<file path="config.mk">
export PLATFORM = sky130hd
export DESIGN_NAME = parity_check_stage
export DESIGN_NICKNAME = d
export VERILOG_FILES = /design/src/rtl/types_pkg.sv /design/src/rtl/skid_buffer_2.sv /design/src/rtl/parity_check_stage.sv
export SDC_FILE = /design/constraint.sdc
export NUM_CORES = 1
export LEC_CHECK = 0
export ABC_AREA = 1
export BUFFER_PORTS_ARGS = -buffer_cell sky130_fd_sc_hd__buf_2
export CAP_MARGIN = 10
export CORE_UTILIZATION = 54
export DETAILED_ROUTE_END_ITERATION = 8
export PLACE_DENSITY = 0.91
export SLEW_MARGIN = 20
export SYNTH_ARGS = -nofsm -noshare
export SYNTH_HDL_FRONTEND = slang
export SYNTH_SLANG_ARGS = --single-unit
</file>
<file path="constraint.sdc">
create_clock -name clk -period 2.3 [get_ports clk]
set_clock_uncertainty 0.2 [all_clocks]
set_input_delay 0.46 -clock clk [delete_from_list [all_inputs] [get_ports clk]]
set_output_delay 0.46 -clock clk [all_outputs]
set_load 0.01 [all_outputs]
</file>
<file path="src/rtl/types_pkg.sv">
// Shared parity configuration types for the parity FIFO and its check stage.
package types_pkg;

   typedef enum logic {
      EVEN = 1'b0,
      ODD  = 1'b1
   } parity_mode_t;

   typedef enum logic {
      LSB = 1'b0,
      MSB = 1'b1
   } parity_bit_choice_t;

   localparam int BUF_DEPTH = 2;

endpackage

</file>
<file path="src/rtl/skid_buffer_2.sv">
// Generic 2-entry valid/grant buffer, FIFO order.
// Input grant depends only on the registered fill count.
module skid_buffer_2 #(
   parameter int WIDTH = 8
) (
   input  logic             clk,
   input  logic             reset_n,
   input  logic             in_valid_i,
   input  logic [WIDTH-1:0] in_data_i,
   output logic             in_grant_o,
   output logic             out_valid_o,
   output logic [WIDTH-1:0] out_data_o,
   input  logic             out_grant_i
);

   logic [WIDTH-1:0] r_mem [2];
   logic             r_head;
   logic [1:0]       r_count;

   logic w_push;
   logic w_pop;
   logic w_tail;

   assign in_grant_o  = ~r_count[1];
   assign out_valid_o = |r_count;
   assign out_data_o  = out_valid_o ? r_mem[r_head] : '0;

   assign w_push = in_valid_i & in_grant_o;
   assign w_pop  = out_grant_i & out_valid_o;
   assign w_tail = r_head ^ r_count[0];

   always_ff @(posedge clk or negedge reset_n) begin
      if (!reset_n) begin
         r_mem[0] <= '0;
         r_mem[1] <= '0;
         r_head   <= 1'b0;
         r_count  <= 2'd0;
      end else begin
         if (w_push)
            r_mem[w_tail] <= in_data_i;
         if (w_pop)
            r_head <= ~r_head;
         r_count <= r_count + {1'b0, w_push} - {1'b0, w_pop};
      end
   end

endmodule

</file>
<file path="src/rtl/parity_check_stage.sv">
// Parity check/strip stage behind the parity FIFO, with a 2-entry
// output buffer and a saturating parity error counter.
module parity_check_stage
   import types_pkg::*;
#(
   parameter int                 DATA_WIDTH        = 8,
   parameter parity_mode_t       PARITY_MODE       = ODD,
   parameter parity_bit_choice_t PARITY_BIT_CHOICE = MSB,
   parameter int                 DROP_ON_ERROR     = 0,
   parameter int                 ERR_CNT_WIDTH     = 8
) (
   input  logic                     clk,
   input  logic                     reset_n,
   input  logic                     valid_i,
   input  logic [DATA_WIDTH-1:0]    data_i,
   output logic                     grant_o,
   output logic                     valid_o,
   output logic [DATA_WIDTH-2:0]    data_o,
   output logic                     perr_o,
   input  logic                     grant_i,
   input  logic                     err_clear_i,
   output logic [ERR_CNT_WIDTH-1:0] err_count_o
);

   localparam int PW = DATA_WIDTH - 1;

   logic          w_bad;
   logic [PW-1:0] w_payload;
   logic          w_buf_valid;
   logic          w_accept;
   logic          w_err;
   logic [PW:0]   w_head;

   logic [ERR_CNT_WIDTH-1:0] r_err_cnt;

   assign w_bad     = (^data_i) ^ (PARITY_MODE == ODD);
   assign w_payload = (PARITY_BIT_CHOICE == MSB) ? data_i[DATA_WIDTH-2:0]
                                                 : data_i[DATA_WIDTH-1:1];

   // Dropped words are granted but never written to the buffer.
   assign w_buf_valid = valid_i & ~((DROP_ON_ERROR != 0) & w_bad);
   assign w_accept    = valid_i & grant_o;
   assign w_err       = w_accept & w_bad;

   skid_buffer_2 #(
      .WIDTH (PW + 1)
   ) u_buf (
      .clk         (clk),
      .reset_n     (reset_n),
      .in_valid_i  (w_buf_valid),
      .in_data_i   ({w_payload, w_bad}),
      .in_grant_o  (grant_o),
      .out_valid_o (valid_o),
      .out_data_o  (w_head),
      .out_grant_i (grant_i)
   );

   assign data_o = w_head[PW:1];
   assign perr_o = (DROP_ON_ERROR != 0) ? 1'b0 : w_head[0];

   always_ff @(posedge clk or negedge reset_n) begin
      if (!reset_n) begin
         r_err_cnt <= '0;
      end else if (err_clear_i) begin
         r_err_cnt <= w_err ? ERR_CNT_WIDTH'(1) : '0;
      end else if (w_err && (r_err_cnt != '1)) begin
         r_err_cnt <= r_err_cnt + 1'b1;
      end
   end

   assign err_count_o = r_err_cnt;

endmodule

</file>
==> results of run 1 <==
-- flip-flops by register name, summed over array words and instances (netlist names) --
| name | count |
|---|---|
| err_count_o | 8 |
| u_buf.r_mem | 16 |
| u_buf.r_head | 1 |
| u_buf.r_count | 2 |
-- per-stage QoR --
step / util, % / power [mW]
detailed placement: 66.72 / 1.640
floorplan: - / 1.349
global placement: 66.72 / 1.607
finish: 68.18 / 1.821
global route: 68.18 / 1.993
CTS: 68.18 / 1.838
-- power breakdown --
part / switching (mW) / internal (mW) / leakage [nW] / total, mW
Sequential: 0.131 / 0.654 / 0.344 / 0.785
Combinational: 0.501 / 0.338 / 0.617 / 0.839
Clock: 0.133 / 0.0651 / 0.0177 / 0.198
Total: 0.764 / 1.06 / 0.979 / 1.82
-- layout make-up --
class | count | area share [%]
Sequential cell | 27 | 38.60
Clock buffer | 3 | 1.287
Multi-Input combinational cell | 154 | 43.17
Inverter | 21 | 4.503
Timing Repair Buffer | 33 | 10.01
Clock inverter | 1 | 0.2859
Tap cell | 30 | 2.144
-- worst max-delay path, cell delays in order (launching register included) --
cell     delay (ps)
dfrtp_1         470
inv_1           250
nand2_1          90
a21oi_1         140
buf_2           150
-- worst max-delay path by stage --
stage,from,endpoint,slack (ps),cells past startpoint
after floorplan,u_buf.r_count[1],u_buf.r_count[1],470,7
after global placement,grant_i,u_buf.r_count[1],560,8
after detailed placement,grant_i,u_buf.r_count[1],520,8
after CTS,u_buf.r_head,data_o[1],200,4
after global routing,u_buf.r_head,perr_o,70,4
final,u_buf.r_head,data_o[1],220,4
-- layer usage --
layer	global-route usage [%]	up-vias	part of all wire [%]
li1	-	716	-
met4	7.857	0	0.54
met3	2.810	2	3.5
met1	28.26	616	48
met5	0	-	0
met2	34.42	31	47
-- cell families (layout without fill, tap and decap cells) --
logic type / count (synthesis) / after routing / share of synthesized area (%)
AND/OR/NAND/NOR: 115 / 115 / 33.14
adder cells (fa/ha/maj): 3 / 3 / 2.449
XOR/XNOR: 8 / 8 / 4.572
buffers and inverters: 26 / 58 / 6.612
flip-flops: 27 / 27 / 44.08
AO/OA/AOI/OAI: 28 / 28 / 9.143
-- synth_stat cells (all sizes together) --
cell type | n | share of area, %
or2 | 1 | 0.41
o21ai | 18 | 5.9
nand2 | 90 | 23
nand4 | 4 | 3.0
nand3 | 10 | 3.6
clkbuf | 2 | 0.49
xor2 | 6 | 3.4
xnor2 | 2 | 1.1
a21oi | 10 | 3.3
dfrtp | 27 | 44
nor2 | 10 | 3.1
ha | 3 | 2.4
buf | 3 | 0.98
inv | 21 | 5.1
==> impl_metrics.tcl, run 1 <==
set metrics [dict create \
    track_usage_pct 20.93 \
    hp-start "data_i[2]" \
    post_cts_resized 0 \
    die_area_um2 3055 \
    hold_path_end "u_buf.r_mem[3]" \
    drc 0 \
    htreeDepth 1 \
    fin_area_um2 1750 \
    totalWireLength_um 2965 \
    grt_max_degree 28 \
    clkLatencyLatePin_ps 310 \
    setup_ws_ps 219.3 \
    final_hold_viol_count 0 \
    final_common_cell "nand2_1" \
    hold_class "in2reg" \
    worstPathMaxFanout 8 \
    critPathKind "reg2out" \
    core.rowCount 18 \
    clockBufferDepth 2 \
    cts.clk_slew.worst_paths_ps 140 \
    antenna_found_initial 0 \
    final_cells 269 \
    r2r_slack_ps 500 \
    core_area_um2 2567 \
    ir_drop_mv 0.7264 \
    cts_setup_buffers 0 \
    die_h_um 55.28 \
    vias 1365 \
    layout_common_cells "nand2_1, buf_2, dfrtp_1" \
    maxCapViolations 0 \
    multi_input_area_um2 755.7 \
    rsz0062_at_grt "false" \
    initialDrtViolationCount 56 \
    whs_path_depth 3 \
    period_needed_ps 2081 \
    cp-end-kind "primary output" \
    grt_overflow_total 0 \
    place.gp.congestion 0.7524 \
    final_layout_size_suffix_gt1_share_pct 21.34 \
    ys_seq_area_share_pct 44.08 \
    place_area_um2 1713 \
    fillers 233 \
    synth-seq-cells 27 \
    diodes 0 \
    fin_crit_sh_pct 90.46 \
    fin_nets 256 \
    syn2layout_area_growth_pct 14.20 \
    relSlewSlack_pct 62.02 \
    drtPass1Iterations 4 \
    fmax_mhz 480.6 \
    syn_nets 223 \
    start_util_pct 59.70 \
    root_buffer "clkbuf_4" \
    dp.cells 264 \
    cts_hold_buf 1 \
    final-seq-area_um2 675.6 \
    rr_endpoint "err_count_o[0]" \
    synth.distinct_cells 22 \
    dieWidth_um 55.28 \
    grt_pass1_vias 1247 \
    avgRoutedWirePerCell_um 11.02 \
    cts.sinks 27 \
    synth_area_per_cell_um2 7.404 \
    syn_inst 207 \
    vias_per_cell 5.074 \
    synth_area_um2 1533 \
    grt_pass1_wl_um 5175 \
    place_ws_ps 518.7 \
    p_leak_nw 0.9785 \
    cts_tree "yes" \
    crit_arrival_ps 1420 \
    rr_worst_depth 8 \
    cts_buffers 3 \
    setup_tns_ps 0 \
    antenna_left 0 \
    holdWs_ps 223.7 \
    critPathLaunchType "flip-flop" \
    yosys_warnings 0 \
    outcome "completed" \
    post-dp-hpwl_um 2250 \
    tightest_slew_ps 569.8 \
    drv_slew 0 \
    io_pins 31 \
    portBuffers 30 \
    r2r_start "err_count_o[0]" \
    setup_viol 0 \
    cp.required_ps 1640 \
    p_per_area_nw_per_um2 1041 \
]
(Power assumes the default switching activity.)
==> run 2, diff against run 1 <==
- CTS_BUF_LIST: default -> sky130_fd_sc_hd__clkbuf_8 sky130_fd_sc_hd__clkbuf_16
- PLACE_DENSITY: 0.91 -> 0.76
==> run 2 against run 1 <==
Maximum frequency shrank 2.3%. Combinational power fell by 2.4%. Critical path type unchanged. Die area unchanged. Count of clock-buffer cells in the layout unchanged. Clock power up 31%. Largest cell class unchanged. The run now ends with hold timing left. Global-route usage grew 0.89 points. Hold slack got worse by 240 ps.
==> impl_metrics.tcl, run 2 (synthesized netlist as in run 1, its figures left out) <==
set metrics [dict create \
    holdWs_ps -12.60 \
    setup_tns_ps 0 \
    totalWireLength_um 3114 \
    antenna_left 0 \
    place.gp.congestion 0.7469 \
    cp.required_ps 1640 \
    vias 1389 \
    crit_arrival_ps 1470 \
    largest_register "u_buf.r_mem" \
    setup_viol 0 \
    final_layout_size_suffix_gt1_share_pct 20.68 \
    cts.sinks 27 \
    place_ws_ps 452.5 \
    largest_reg_flops 16 \
    drv_slew 0 \
    cts_buffers 3 \
    core_area_um2 2567 \
    vias_per_cell 5.202 \
    maxCapViolations 0 \
    critPathLaunchType "flip-flop" \
    core.rowCount 18 \
    track_usage_pct 21.82 \
    diodes 0 \
    fmax_mhz 469.6 \
    rsz0062_at_grt "false" \
    cts_hold_buf 0 \
    avgRoutedWirePerCell_um 11.66 \
    fin_nets 254 \
    dieWidth_um 55.28 \
    root_buffer "clkbuf_8" \
    grt_max_degree 28 \
    clkLatencyLatePin_ps 260 \
    setup_ws_ps 170.6 \
    syn2layout_area_growth_pct 14.20 \
    final_common_cell "nand2_1" \
    cp-end-kind "primary output" \
    post_cts_resized 0 \
    worstPathMaxFanout 11 \
    initialDrtViolationCount 46 \
    clockBufferDepth 2 \
    hold_class "in2async" \
    post-dp-hpwl_um 2334 \
    p_leak_nw 0.9787 \
    grt_pass1_vias 1301 \
    violations "hold timing" \
    critPathKind "reg2out" \
    htreeDepth 1 \
    drtPass1Iterations 4 \
    io_pins 31 \
    portBuffers 30 \
    period_needed_ps 2129 \
    start_util_pct 59.70 \
    final_hold_viol_count 27 \
    die_area_um2 3055 \
    p_per_area_nw_per_um2 1075 \
    place_area_um2 1705 \
    fin_crit_sh_pct 92.58 \
    die_h_um 55.28 \
    p_total_mw 1.882 \
    relSlewSlack_pct 60.69 \
    ir_drop_mv 0.7178 \
    grt_overflow_total 0 \
    drc 0 \
    cts_tree "yes" \
    tightest_slew_ps 589.7 \
    fin_area_um2 1750 \
    antenna_found_initial 0 \
    outcome "finished with violations" \
    cts_setup_buffers 0 \
    layout_common_cells "nand2_1, buf_2, dfrtp_1" \
    cts.clk_slew.worst_paths_ps 90 \
    grt_pass1_wl_um 5395 \
]
run 2: cell count changes in the layout (fill, tap and decap cells not counted):
cell / delta
inv_1: +1
buf_4: -1
dlygate4sd3_1: -1
clkbuf_4: -3
clkinv_2: -1
clkbuf_8: +3
run 2: worst max-delay path, cell delays in order, from the launching register on:
cell and delay (ps):
dfrtp_1 520, inv_1 280, nand2_1 100, a21oi_1 160, buf_2 160
run 2: final cells by class:
type	instances	area [um^2]
Fill cell	226	817.0
Multi-Input combinational cell	154	755.7
Sequential cell	27	675.6
Timing Repair Buffer	31	157.7
Inverter	21	78.83
Clock buffer	3	41.29
Tap cell	30	37.54
Clock inverter	1	3.754
run 2: through the flow:
| step | utilization [%] | hold WS (ps) | instances |
|---|---|---|---|
| floorplan | - | -35.59 | 207 |
| global placement | 66.42 | 268.7 | 263 |
| detailed placement | 66.42 | 274.0 | 263 |
| CTS | 68.18 | 6.204 | 267 |
| global route | 68.18 | 39.58 | 267 |
| finish | 68.18 | -12.60 | 267 |
run 2: worst paths after layout:
kind | to | slack, ps | start | cells after the start
min in group clk | u_buf.r_mem[11] | 290 | data_i[2] | 3
max in group asynchronous | u_buf.r_mem[15] | 1530 | reset_n | 1
max reg2reg | err_count_o[7] | 500 | err_count_o[0] | 8
min | u_buf.r_mem[11] | -10 | reset_n | 1
max | data_o[6] | 170 | u_buf.r_head | 4
min reg2reg | u_buf.r_mem[14] | 290 | u_buf.r_mem[14] | 2
run 2: report_power, final:
group	switching, mW	internal (mW)	total [mW]
Sequential	0.147	0.655	0.803
Combinational	0.493	0.326	0.819
Clock	0.141	0.119	0.260
Total	0.781	1.10	1.88
run 2: layer usage:
metal / track usage (%) / up-vias / part of all wire, %
met5: 0 / - / 0
met1: 28.62 / 633 / 46
met4: 10.36 / 0 / 1.0
met2: 35.63 / 43 / 48
met3: 3.044 / 4 / 4.8
li1: - / 709 / -
==> run 3, diff against run 2 <==
- CORE_UTILIZATION: 54 -> 50
- PLACE_DENSITY: 0.76 -> 0.71
==> run 3 against run 2 <==
The flow finishes with violations (DRC, hold timing). Clock power is essentially flat. Sequential cell count is the same. Core utilization shrank 6.3 points. Cell count grew 0.37%. Critical path depth is the same. Highest routed layer unchanged. Non-clock buffer count is the same. Setup slack gained 15 ps.
==> impl_metrics.tcl, run 3 (synthesized netlist as in run 1, its figures left out) <==
set metrics [dict create \
    tightest_slew_ps 607.4 \
    final_common_cell "nand2_1" \
    syn2layout_area_growth_pct 14.29 \
    relSlewSlack_pct 59.51 \
    totalWireLength_um 3171 \
    path_delay_family "flip-flops" \
    path_depth 4 \
    holdWs_ps -12.90 \
    cts_buffers 3 \
    crit_slowest_cell "dfrtp_1" \
    clkLatencyLatePin_ps 270 \
    vias_per_cell 5.149 \
    initialDrtViolationCount 31 \
    violations "DRC, hold timing" \
    antenna_left 0 \
    cp-end-kind "primary output" \
    grt_max_degree 28 \
    antenna_found_initial 0 \
    final_layout_size_suffix_gt1_share_pct 20.68 \
    period_needed_ps 2114 \
    grt_overflow_total 0 \
    die_area_um2 3291 \
    cts.clk_slew.worst_paths_ps 90 \
    cts_tree "yes" \
    r2r_slack_ps 530 \
    crit_arrival_ps 1450 \
    cts_setup_buffers 0 \
    clockBufferDepth 2 \
    cts_hold_buf 0 \
    hold_class "in2async" \
    largest_register "u_buf.r_mem" \
    place.gp.congestion 0.8031 \
    fmax_mhz 472.9 \
    p_per_area_nw_per_um2 1076 \
    p_int_mw 1.100 \
    slowest_delay_ps 520 \
    p_switching_mw 0.7845 \
    clkPwrFrac_pct 13.8 \
    maxCapViolations 0 \
    avgRoutedWirePerCell_um 11.83 \
    io_pins 31 \
    drv_slew 0 \
    post_cts_resized 0 \
    r2r_start "err_count_o[0]" \
    largest_reg_flops 16 \
    final_hold_viol_count 14 \
    grt_pass1_vias 1329 \
    setup_tns_ps 0 \
    drc 1 \
    diodes 0 \
    path_buf_inv 2 \
    rsz0062_at_grt "false" \
    vias 1380 \
    htreeDepth 1 \
    p_leak_nw 0.9787 \
    layout_common_cells "nand2_1, buf_2, dfrtp_1" \
    critPathLaunchType "flip-flop" \
    rr_worst_depth 8 \
    dieWidth_um 57.37 \
    p_comb_share_pct 43.7 \
    cp.required_ps 1640 \
    worstPathMaxFanout 11 \
    core_area_um2 2829 \
    outcome "finished with violations" \
    die_h_um 57.37 \
    post-dp-hpwl_um 2344 \
    seqPwrFrac_pct 42.5 \
    track_usage_pct 21.72 \
    fin_crit_sh_pct 91.93 \
    switching_share_pct 41.64 \
    critPathKind "reg2out" \
    fin_nets 254 \
    drtPass1Iterations 6 \
    cp-startpoint "u_buf.r_head" \
    start_util_pct 54.18 \
    ir_drop_mv 0.6542 \
    core.rowCount 19 \
    endpoint "perr_o" \
    p_total_mw 1.884 \
    portBuffers 30 \
    rr_endpoint "err_count_o[7]" \
    setup_viol 0 \
    grt_pass1_wl_um 5595 \
    root_buffer "clkbuf_8" \
    cp_cell_sequence "inv_1 > nand2_1 > a21oi_1 > buf_2" \
    cts.sinks 27 \
]
==> run 3: cell counts in the layout (fill, tap and decap cells not counted) <==
No cell type changed its count.
==> run 3: layout make-up <==
| type | count | area, um^2 |
|---|---|---|
| Sequential cell | 27 | 675.6 |
| Multi-Input combinational cell | 154 | 755.7 |
| Inverter | 21 | 78.83 |
| Fill cell | 264 | 1077 |
| Tap cell | 31 | 38.79 |
| Timing Repair Buffer | 31 | 157.7 |
| Clock buffer | 3 | 41.29 |
| Clock inverter | 1 | 3.754 |
==> run 3: power by group through the flow <==
| stage | Sequential (mW) | Clock, mW | Combinational, mW |
|---|---|---|---|
| finish | 0.801 | 0.260 | 0.824 |
| CTS | 0.800 | 0.266 | 0.833 |
| global route | 0.819 | 0.277 | 0.952 |
| detailed placement | 0.809 | 0 | 0.826 |
| global placement | 0.801 | 0 | 0.800 |
| floorplan | 0.766 | 0 | 0.583 |
==> run 3: stage by stage <==
stage | instances | util (%) | area, um^2 | setup WS [ps]
floorplan | 207 | - | 1533 | 466.2
global placement | 264 | 60.33 | 1707 | 532.7
detailed placement | 264 | 60.33 | 1707 | 468.4
CTS | 268 | 61.92 | 1752 | 191.6
global route | 268 | 61.92 | 1752 | 86.49
finish | 268 | 61.92 | 1752 | 185.6
==> run 3: worst min path at each step <==
stage,end,slack [ps],cells after the start,startpoint
6_report,u_buf.r_mem[3],-10,1,reset_n
5_1_grt,u_buf.r_count[1],40,1,reset_n
4_1_cts,u_buf.r_mem[11],4,1,reset_n
3_5_place_dp,u_buf.r_mem[1],270,2,u_buf.r_mem[1]
3_3_place_gp,u_buf.r_mem[12],270,2,u_buf.r_mem[12]
2_1_floorplan,err_count_o[0],-40,0,reset_n
==> run 3: layer usage <==
metal	track usage, %	up-vias	wire [um]
li1	-	715	-
met1	27.96	631	1491
met2	37.54	32	1526
met3	4.535	2	133
met4	4.878	0	20
met5	0	-	0
==> run 3: worst reg2reg max path, stage by stage (launching register included) <==
cell and delay, ps:
dfrtp_1 410, ha_1 230, nand3_2 110, nor2_1 160, nand4_2 120, nand4_4 190
nand2_4 110, nand2_1 80, nand2_1 50
